File: src/rtl/keypad_scan_ctrl.sv
// 4x4 keypad scanner: drives rows, debounces press and release, and queues single-key codes in a 4-entry FIFO.
// A push lands DEBOUNCE_SCANS ticks after detection; a push into a full FIFO with no pop is dropped and flags overflow.
module keypad_scan_ctrl #(
    parameter int SCAN_DIV       = 50000,
    parameter int DEBOUNCE_SCANS = 4
) (
    input  logic       clk,
    input  logic       rst_n,
    input  logic [3:0] colread,
    output logic [3:0] rowwrite,
    input  logic       ack,
    input  logic       clr_ovf,
    output logic [3:0] keyout,
    output logic       ready,
    output logic       overflow
);
    localparam int DIV_W = $clog2(SCAN_DIV);
    localparam int DEB_W = $clog2(DEBOUNCE_SCANS + 1);
    localparam logic [DIV_W-1:0] DIV_LAST = DIV_W'(SCAN_DIV - 1);
    localparam logic [DEB_W-1:0] DEB_DONE = DEB_W'(DEBOUNCE_SCANS);

    typedef enum logic [1:0] {ST_SCAN, ST_DEBOUNCE, ST_HELD} state_t;

    logic [3:0]       col_s1_q, col_s2_q;
    logic [DIV_W-1:0] div_q;
    state_t           state_q;
    logic [1:0]       idx_q;
    logic [3:0]       pat_q;
    logic [DEB_W-1:0] deb_cnt_q, rel_cnt_q;
    logic [DEB_W-1:0] deb_inc, rel_inc;
    logic             ack_q;
    logic [3:0]       mem_q [4];
    logic [1:0]       wr_ptr_q, rd_ptr_q;
    logic [2:0]       cnt_q, cnt_d;
    logic             ovf_q;

    logic       tick, stable, deb_done, single_col, push, pop, full, wr_en;
    logic [1:0] col_idx;

    assign tick       = (div_q == DIV_LAST);
    assign stable     = (col_s2_q == pat_q);
    assign deb_inc    = deb_cnt_q + DEB_W'(1);
    assign rel_inc    = rel_cnt_q + DEB_W'(1);
    assign deb_done   = (deb_inc == DEB_DONE);
    assign single_col = $onehot(~pat_q);

    always_comb begin
        col_idx = 2'd0;
        for (int c = 3; c >= 0; c--) begin
            if (!pat_q[c]) col_idx = 2'(c);
        end
    end

    // Push is qualified on the same tick edge that moves DEBOUNCE to HELD.
    assign push = tick && (state_q == ST_DEBOUNCE) && stable && deb_done && single_col;

    always_ff @(posedge clk or negedge rst_n) begin
        if (!rst_n) begin
            col_s1_q <= 4'hF;
            col_s2_q <= 4'hF;
            div_q    <= '0;
        end else begin
            col_s1_q <= colread;
            col_s2_q <= col_s1_q;
            div_q    <= tick ? '0 : div_q + DIV_W'(1);
        end
    end

    always_ff @(posedge clk or negedge rst_n) begin
        if (!rst_n) begin
            state_q   <= ST_SCAN;
            idx_q     <= 2'd0;
            pat_q     <= 4'hF;
            deb_cnt_q <= '0;
            rel_cnt_q <= '0;
        end else if (tick) begin
            case (state_q)
                ST_SCAN: begin
                    if (col_s2_q == 4'hF) begin
                        idx_q <= idx_q + 2'd1;
                    end else begin
                        pat_q     <= col_s2_q;
                        deb_cnt_q <= '0;
                        state_q   <= ST_DEBOUNCE;
                    end
                end
                ST_DEBOUNCE: begin
                    if (!stable) begin
                        idx_q   <= idx_q + 2'd1;
                        state_q <= ST_SCAN;
                    end else if (deb_done) begin
                        rel_cnt_q <= '0;
                        state_q   <= ST_HELD;
                    end else begin
                        deb_cnt_q <= deb_inc;
                    end
                end
                ST_HELD: begin
                    if (col_s2_q != 4'hF) begin
                        rel_cnt_q <= '0;
                    end else if (rel_inc == DEB_DONE) begin
                        idx_q   <= idx_q + 2'd1;
                        state_q <= ST_SCAN;
                    end else begin
                        rel_cnt_q <= rel_inc;
                    end
                end
                default: state_q <= ST_SCAN;
            endcase
        end
    end

    // A pop into an empty FIFO is ignored; a pop frees a slot for a same-cycle push when full.
    assign pop   = ack && !ack_q && (cnt_q != 3'd0);
    assign full  = (cnt_q == 3'd4);
    assign wr_en = push && (!full || pop);

    always_comb begin
        cnt_d = cnt_q;
        if (wr_en && !pop)      cnt_d = cnt_q + 3'd1;
        else if (!wr_en && pop) cnt_d = cnt_q - 3'd1;
    end

    always_ff @(posedge clk or negedge rst_n) begin
        if (!rst_n) begin
            ack_q    <= 1'b0;
            wr_ptr_q <= 2'd0;
            rd_ptr_q <= 2'd0;
            cnt_q    <= 3'd0;
            ovf_q    <= 1'b0;
            for (int i = 0; i < 4; i++) mem_q[i] <= 4'h0;
        end else begin
            ack_q <= ack;
            cnt_q <= cnt_d;
            if (wr_en) begin
                mem_q[wr_ptr_q] <= {idx_q, col_idx};
                wr_ptr_q        <= wr_ptr_q + 2'd1;
            end
            if (pop) rd_ptr_q <= rd_ptr_q + 2'd1;
            if (push && full && !pop) ovf_q <= 1'b1;
            else if (clr_ovf)         ovf_q <= 1'b0;
        end
    end

    assign rowwrite = ~(4'b0001 << idx_q);
    assign ready    = (cnt_q != 3'd0);
    assign keyout   = ready ? mem_q[rd_ptr_q] : 4'h0;
    assign overflow = ovf_q;
endmodule

File: config.mk
export PLATFORM = sky130hd
export DESIGN_NAME = keypad_scan_ctrl
export DESIGN_NICKNAME = d
export VERILOG_FILES = /design/src/rtl/keypad_scan_ctrl.sv
export SDC_FILE = /design/constraint.sdc
export NUM_CORES = 1
export LEC_CHECK = 0
export ABC_AREA = 1
export CORE_ASPECT_RATIO = 1.5
export CORE_MARGIN = 1
export CORE_UTILIZATION = 40
export DETAILED_ROUTE_END_ITERATION = 7
export DONT_BUFFER_PORTS = 1
export GPL_ROUTABILITY_DRIVEN = 0
export GPL_TIMING_DRIVEN = 0
export PLACE_DENSITY = 0.55
export SLEW_MARGIN = 15
export SYNTH_ARGS = -nofsm -noshare
export SYNTH_HDL_FRONTEND = slang
export SYNTH_SLANG_ARGS = --single-unit
File: constraint.sdc
create_clock -name clk -period 6.75 [get_ports clk]
set_input_delay 0.675 -clock clk [delete_from_list [all_inputs] [get_ports clk]]
set_output_delay 0.675 -clock clk [all_outputs]
set_load 0.02 [all_outputs]
==> results summary, run 1 <==
The flow ran to the end, and the final reports show no timing, DRC or antenna violations. The clock edge transition at the registers on the reported setup and hold paths came out at 0.05 ns. The share of async-settable or async-resettable flops after synthesis is 100.0%. The max-capacitance violation count came out at 0.

The buffering stage count on the worst path with inverters included is 3. Clock tree synthesis selected as its root buffer the cell clkbuf_16. STA classifies the critical path startpoint as a flip-flop.

The flip-flop cell with the highest count after synthesis is dfrtp_1. The worst-case IR drop observed on VDD is 0.1399 mV. The synthesized instance count is 438. After detailed routing, the average wire length per cell comes to 12.90 um. The source of the worst register-to-register timing path is pat_q[1].

The compound-gate portion of the synthesized area came out at 5.604%. The first global-routing pass estimated 12.57 mm of wire. Summing over every cut layer, the via total after detailed routing is 2766. The DRC violations left is 0. Per report_power, the combinational group accounts for 15.0% of the total. In the global route stage, overall resource usage came out at 17.77%. The area inside the core boundary is 8516 um2. The initial cell density of the core came out at 41.95%. The required time of the critical path is 7.01 ns. The number of buffers between clock root and the deepest sink came out at 2. Compared with the post-synthesis result, the final layout area differs by 12.54%.

In this run the worst setup path begins at pat_q[1]. Row generation in the floorplan step produced 41 rows. Of the cells placed in the final design, the portion with a size suffix greater than 1 is 13.00%.

The total wire length came out at 7.238 mm. Grouping stages by cell kind, the critical path spends the most delay in adder cells. The average cell area after synthesis is 8.156 um2.

Excluding fillers, the count of instances in the completed layout stands at 561. The detail route stage leaves a number of antenna-violating nets equal to 0. The flop and latch count out of synthesis came out at 63. The synthesized netlist contains 37 unique library cells. The TritonCTS clock tree is done. The post-CTS setup buffer count came out at 0. Measured along the x axis, the die boundary spans 79.16 um. In the routed layout, each cell is associated on average with a via count of 4.930. The first-pass iteration count of the detailed router came out at 4. In this run, post-CTS hold repair placed 0 buffers.

The count of buffers from port buffering is 0. The floorplan die area came out at 9320 um2. The mapped netlist covers 3572 um2. Of the total synthesized cell area, the portion taken by AND, OR, NAND and NOR gates is 32.68%. 0 antenna diodes ended up in the layout. The largest family of logic cells by synthesized area is simple AND/OR/NAND/NOR gates. The internal cell power is 0.7719 mW. The number of CTS-inserted buffers is 9. The switching component of the power came out at 0.2937 mW.

The worst endpoint data arrival time is 3.52 ns. The fraction of power spent switching nets is 27.56%. The achievable frequency came out at 306.0 MHz. The height of the chip came out at 117.7 um.

The smallest clock period supported by the final layout is computed as 3.268 ns. In the final design database the tool counted 475 nets. The post-cts gate resize count came out at 0. After detailed routing, the met2 layer carries 4.020 mm of wire. Adding up every negative setup slack in the final design gives 0 ns. Setup repair after global routing left no endpoint under its margin.

In this run the top signal layer used is met4. Dividing the final minimum period by the clock period gives 48.41%. The starting DRC count in detailed routing came out at 104.

The largest single stage delay on the critical path is 0.59 ns. For this run, the register share of the synthesized area comes to 44.55%. The register share of total power came out at 39.0%.

Once layout is complete, the utilization of the core stands at 47.21%. In this run the tightest slew margin relative to its limit is 49.04%. The final-report hold violation count is 0. The initial antenna violation count is 0.

The later pin in the worst-skew pair is clocked with a latency of 0.33 ns. The maximum clock skew at final layout is 0.005585 ns. The total power divided by cell area is 265.1 nW/um2. The leakage power figure came out at 1.925 nW.

The share of total power in the clock network is 46.0%. The largest individual stage delay along the critical path comes from the cell dfstp_2. The number of sinks handled by clock tree synthesis came out at 63. The kind of path behind the tightest hold check is primary input to async pin. The count of flip-flops with a built-in enable after synthesis came out at 0. The H-tree was split into 3 levels. The length of routed met3 wiring came out at 152 um. The actual slew at the worst max-slew pin came out at 0.7599 ns. Entering global routing, the biggest net connects 64 pins. Traced cell by cell, the critical path runs through fa_1, inv_1, ha_1, ha_1, nor2_1, nand2_1, nor2_1, nand3_4, nor2_8, nand2_1, inv_1, ha_1, inv_1, fa_1, nor2_1, nor2_1, nand2_1, xor2_1. For this design the top-level I/O count stands at 18. In the synthesized netlist, mux cells make up 0.3152% of the area.

The total congestion overflow after global routing came out at 0. Setup violations remaining at the end of the flow were counted as 0. The number of placed instances, taps included is 545. In this design, the critical path's most frequently occurring cell is nor2_1.

The worst setup path is captured at a flip-flop. The number of nets in the synthesized netlist is 464. Yosys printed 0 warnings. The critical path is of the flip-flop to flip-flop type. The maximum fanout count along the critical path is 5. The post-route met1 wirelength is 2.836 mm.

The number of global-route vias before repair is 2806. The max-slew violation count is 0. The placed wire-length estimate after detailed placement is 5.546 mm. Of the total synthesized cell area, the portion taken by XOR and XNOR cells is 2.207%. The fraction of the mapped netlist area in adder cells is 6.725%. The worst hold margin is 0.03167 ns.
==> cell type report <==
type	instances	area [um2]
fill	867	4496
multi-input combinational	311	1698
sequential	63	1592
clock buffer	10	229.0
inverter	59	222.7
tap	107	133.9
clock inverter	6	85.08
buffer	5	60.06
==> path summary, 6_finish.rpt <==
kind / to / slack [ns] / cells after the start
max reg2reg: cnt_q[2] / 3.48 / 18
min in group clk: col_s1_q[1] / 0.34 / 0
max: cnt_q[2] / 3.48 / 18
min: rd_ptr_q[1] / 0.03 / 0
max in group asynchronous: col_s1_q[2] / 6.53 / 0
min reg2reg: col_s2_q[2] / 0.35 / 0
==> through the flow <==
stage                     area, um2  worst slack, ns  power (mW)
after floorplan                3572            3.712      0.5522
after global placement         3706            3.495      0.5805
after detailed placement       3706            3.448      0.5848
after CTS                      4020            3.450       1.081
after global routing           4020            3.195       1.111
final                          4020            3.482       1.066
==> power by group through the flow <==
stage | Sequential [mW] | Combinational [mW] | Clock, mW
after floorplan | 0.418 | 0.135 | 0
after global placement | 0.422 | 0.159 | 0
after detailed placement | 0.423 | 0.162 | 0
after CTS | 0.416 | 0.162 | 0.502
after global routing | 0.419 | 0.175 | 0.516
final | 0.416 | 0.160 | 0.490
==> cells by family after synthesis <==
kind of cell / Yosys count
AO/OA/AOI/OAI: 37
XOR/XNOR: 9
flip-flops: 63
adder cells (fa/ha/maj): 18
multiplexers: 1
buffers and inverters: 64
AND/OR/NAND/NOR: 246
==> cell usage in the layout (no fill, tap or decap), types with 2 or more instances in the layout <==
cell type	n
a21oi_1	11
xnor2_1	2
ha_1	16
nor2_2	4
nand2_2	3
fa_1	2
inv_2	5
buf_6	2
inv_1	52
nand3_4	4
nand3_2	2
bufinv_16	2
dfrtp_1	51
nor3_1	7
clkinv_2	2
xor2_1	7
dfstp_2	12
nand4_1	24
nor2_1	52
nand3_1	17
clkinv_1	2
clkbuf_16	9
nor2_4	4
clkbuf_1	2
nand2_1	123
o21ai_0	22
==> per-layer routing <==
layer / vias up / track usage (%)
li1: 1425 / -
met1: 1299 / 17.81
met2: 24 / 32.54
met5: - / 0
met3: 18 / 4.109
met4: 0 / 10.00
==> Yosys cell counts, types with 2 or more instances <==
master	n	area share [%]
a21oi_1	11	1.5
buf_6	2	0.63
dfrtp_1	51	36
dfstp_2	12	8.8
fa_1	2	1.1
ha_1	16	5.6
inv_1	52	5.5
inv_2	5	0.53
nand2_1	123	13
nand2_2	3	0.53
nand3_1	17	2.4
nand3_2	2	0.56
nand3_4	4	2.0
nand4_1	24	4.2
nor2_1	52	5.5
nor2_2	4	0.70
nor2_4	4	1.3
nor3_1	7	0.98
o21ai_0	22	3.1
xnor2_1	2	0.49
xor2_1	7	1.7
==> state kept, by name, indices dropped and copies added (netlist names), 2 cells and up <==
name,count
cnt_q,3
col_s1_q,4
col_s2_q,4
deb_cnt_q,3
div_q,16
idx_q,2
mem_q,16
pat_q,4
rd_ptr_q,2
rel_cnt_q,3
state_q,2
wr_ptr_q,2
Note: power is estimated with default switching activity, not from simulation.
==> inputs of run 2 (changes only) <==
==> constraint.sdc (replaced) <==
create_clock -name clk -period 3.1 [get_ports clk]
set_input_delay 0.31 -clock clk [delete_from_list [all_inputs] [get_ports clk]]
set_output_delay 0.31 -clock clk [all_outputs]
set_load 0.02 [all_outputs]
==> results summary, run 2 (synthesis results as in run 1) <==
The starting DRC count in detailed routing came out at 106. The commonest non-fill, non-tap cell in the layout is nand2_1. The proportion of power drawn by combinational gates came out at 16.2%. After detailed routing, the number of vias per cell comes to 4.932. The placed wire-length estimate after detailed placement came out at 5.546 mm. The area inside the core boundary came out at 8516 um2.

After the last flow step, the layout net total stands at 484. The post-detailed-route count of antenna-violating nets is 0. The routed wirelength normalized by instance count came out at 12.91 um.

The largest registers in the layout are div_q: 16 flops, mem_q: 16 flops. Hold is met by 0.07784 ns. The wire length of the first global-routing pass is 12.77 mm. The number of sinks handled by clock tree synthesis came out at 63. Data on the critical path is required at its endpoint by 3.32 ns. Clock tree synthesis selected as its root buffer the cell clkbuf_16. In this run the deepest clock path goes through 2 buffers. The actual slew at the worst max-slew pin is 0.8045 ns. The count of buffers from port buffering is 0. In this run the tightest slew margin relative to its limit is 46.04%.

Subtracting the final worst setup slack from the clock period gives 3.029 ns. Clock latency on the worst-skew pair, taken at its later pin, is 0.33 ns. The final core utilization came out at 49.27%. The overall power after layout is 2.352 mW. The most common cell type on the critical path is ha_4. For this run, the top clock speed supported by timing is 330.2 MHz. The worst setup path is launched from a flip-flop. The DRC violations left came out at 0. The flow ran to the end, and the final reports show no timing, DRC or antenna violations. The floorplan has 41 rows. In the layout the commonest cells are 121 x nand2_1, 51 x dfrtp_1, 49 x inv_1, 49 x nor2_1, 24 x nand4_1.

The kind of critical path is flip-flop to flip-flop. The floorplan die area is 9320 um2. The number of CTS-inserted buffers is 9. In the final layout, the share of cells above drive strength 1 is 15.98%. Setup violations remaining at the end of the flow were counted as 0. Walking the worst path, the cells encountered are fa_1, inv_2, ha_4, ha_4, nor2_4, nand2_2, nor2_4, nand3_4, nor2_8, nand2_4, inv_4, ha_4, inv_4, fa_2, mux2_2.

The switching component of the power came out at 0.6594 mW. The initial antenna violation count came out at 0. Detailed routing inserted a total of 2811 vias. The H-tree was split into 3 levels. The min-delay analysis places its worst path in the category primary input to flip-flop. The worst path setup slack after routing is 0.07145 ns. From left edge to right edge, the die measures 79.16 um. For this design the top-level I/O count stands at 18. The final-report hold violation count is 0.

The aggregate global-route resource usage is 18.03%. Entering global routing, the biggest net connects 64 pins. Dividing total power by cell area gives a power density of 560.6 nW/um2.

The count of antenna diodes in the layout is 0. The max-capacitance violation count came out at 0. The initial cell density of the core is 41.95%. The clock edge transition at the registers on the reported setup and hold paths came out at 0.05 ns. Summed over all layers, the routed wires come to 7.360 mm. At the worst endpoint, the arrival time is 3.25 ns. The share of total power in the clock network came out at 45.3%. Registers are responsible for 38.5% of the overall power. The worst setup path is captured at a flip-flop. After layout, the worst path uses 97.70% of the clock period. Setup repair after global routing could not meet its margin everywhere.

TritonCTS built the clock tree. The leakage power figure is 1.979 nW. Across the VDD grid, the largest voltage drop is 0.3035 mV.

The growth of design area from synthesis to finish came out at 17.44%. The first-pass iteration count of the detailed router came out at 4. The library cell contributing the largest single delay on the critical path is dfstp_2.

The worst stage delay on the critical path is 0.57 ns. The die is 117.7 um tall. Internal power comes to 1.693 mW.

Global routing finished with a remaining overflow of 0. The setup slack at placement came out at -0.2017 ns. The max-slew violation count came out at 0. The number of global-route vias before repair is 2871. The maximum clock skew at final layout came out at 0.005265 ns.

The maximum fanout count along the critical path is 4. Net switching is 28.04% of the power.
## run 2: changes by cell type in the layout (fill, tap and decap cells not counted), sizes merged
cell	delta
buf	+3
dlygate4sd3	+6
## run 2: timing repair
| action | CTS | global route |
|---|---|---|
| hold buffers | 7 | 0 |
| hold endpoints to repair | 68 | 0 |
| endpoints found under the setup margin | 2 | 2 |
| pin swaps | 2 | 10 |
| buffers inserted | 2 | 0 |
| gates resized for setup | 4 | 15 |
## run 2: power groups by stage
stage / Combinational (mW) / Sequential [mW] / Clock [mW]
final: 0.381 / 0.905 / 1.07
after global placement: 0.345 / 0.919 / 0
after floorplan: 0.293 / 0.909 / 0
after global routing: 0.422 / 0.913 / 1.12
after CTS: 0.383 / 0.908 / 1.09
after detailed placement: 0.353 / 0.920 / 0
## run 2: cell type report
type                    instances  area [um2]
plain buffers                   5       60.06
clock buffers                  10       229.0
clock inverters                 6       85.08
fillers                       850        4320
inverters                      59       227.7
multi-input cells             311        1765
flip-flops and latches         63        1592
well taps                     107       133.9
repair buffers                  9       102.6
## run 2: final timing paths
kind                              from           to  slack (ns)  cells past startpoint
max in group asynchronous        rst_n  col_s1_q[1]        2.27                      2
max                           pat_q[0]     cnt_q[1]        0.07                     15
min                            clr_ovf     overflow        0.08                      1
min reg2reg                col_s1_q[2]  col_s2_q[2]        0.35                      0
min in group asynchronous        rst_n     mem_q[9]        0.51                      2
max reg2reg                   pat_q[0]     cnt_q[1]        0.07                     15
## run 2: critical path, delay by kind of cell (launching register included)
kind | cells | cell delay (ns)
buf+inv | 3 | 0.20
flops | 1 | 0.57
mux | 1 | 0.26
fa+ha+maj | 5 | 1.32
simple gates | 6 | 0.57
## run 2: per-stage QoR
step | instance area, um2 | instances | setup TNS, ns
2_1_floorplan | 3572 | 438 | 0
3_3_place_gp | 3706 | 545 | -0.2999
3_5_place_dp | 3706 | 545 | -0.3698
4_1_cts | 4130 | 570 | 0
5_1_grt | 4195 | 570 | -0.1731
6_report | 4195 | 570 | 0
## run 2: metal layers
metal,track usage [%],wire length (um),up-vias
li1,-,-,1443
met4,9.886,233,0
met5,0,0,-
met3,4.109,160,18
met1,17.61,2835,1322
met2,33.67,4130,28
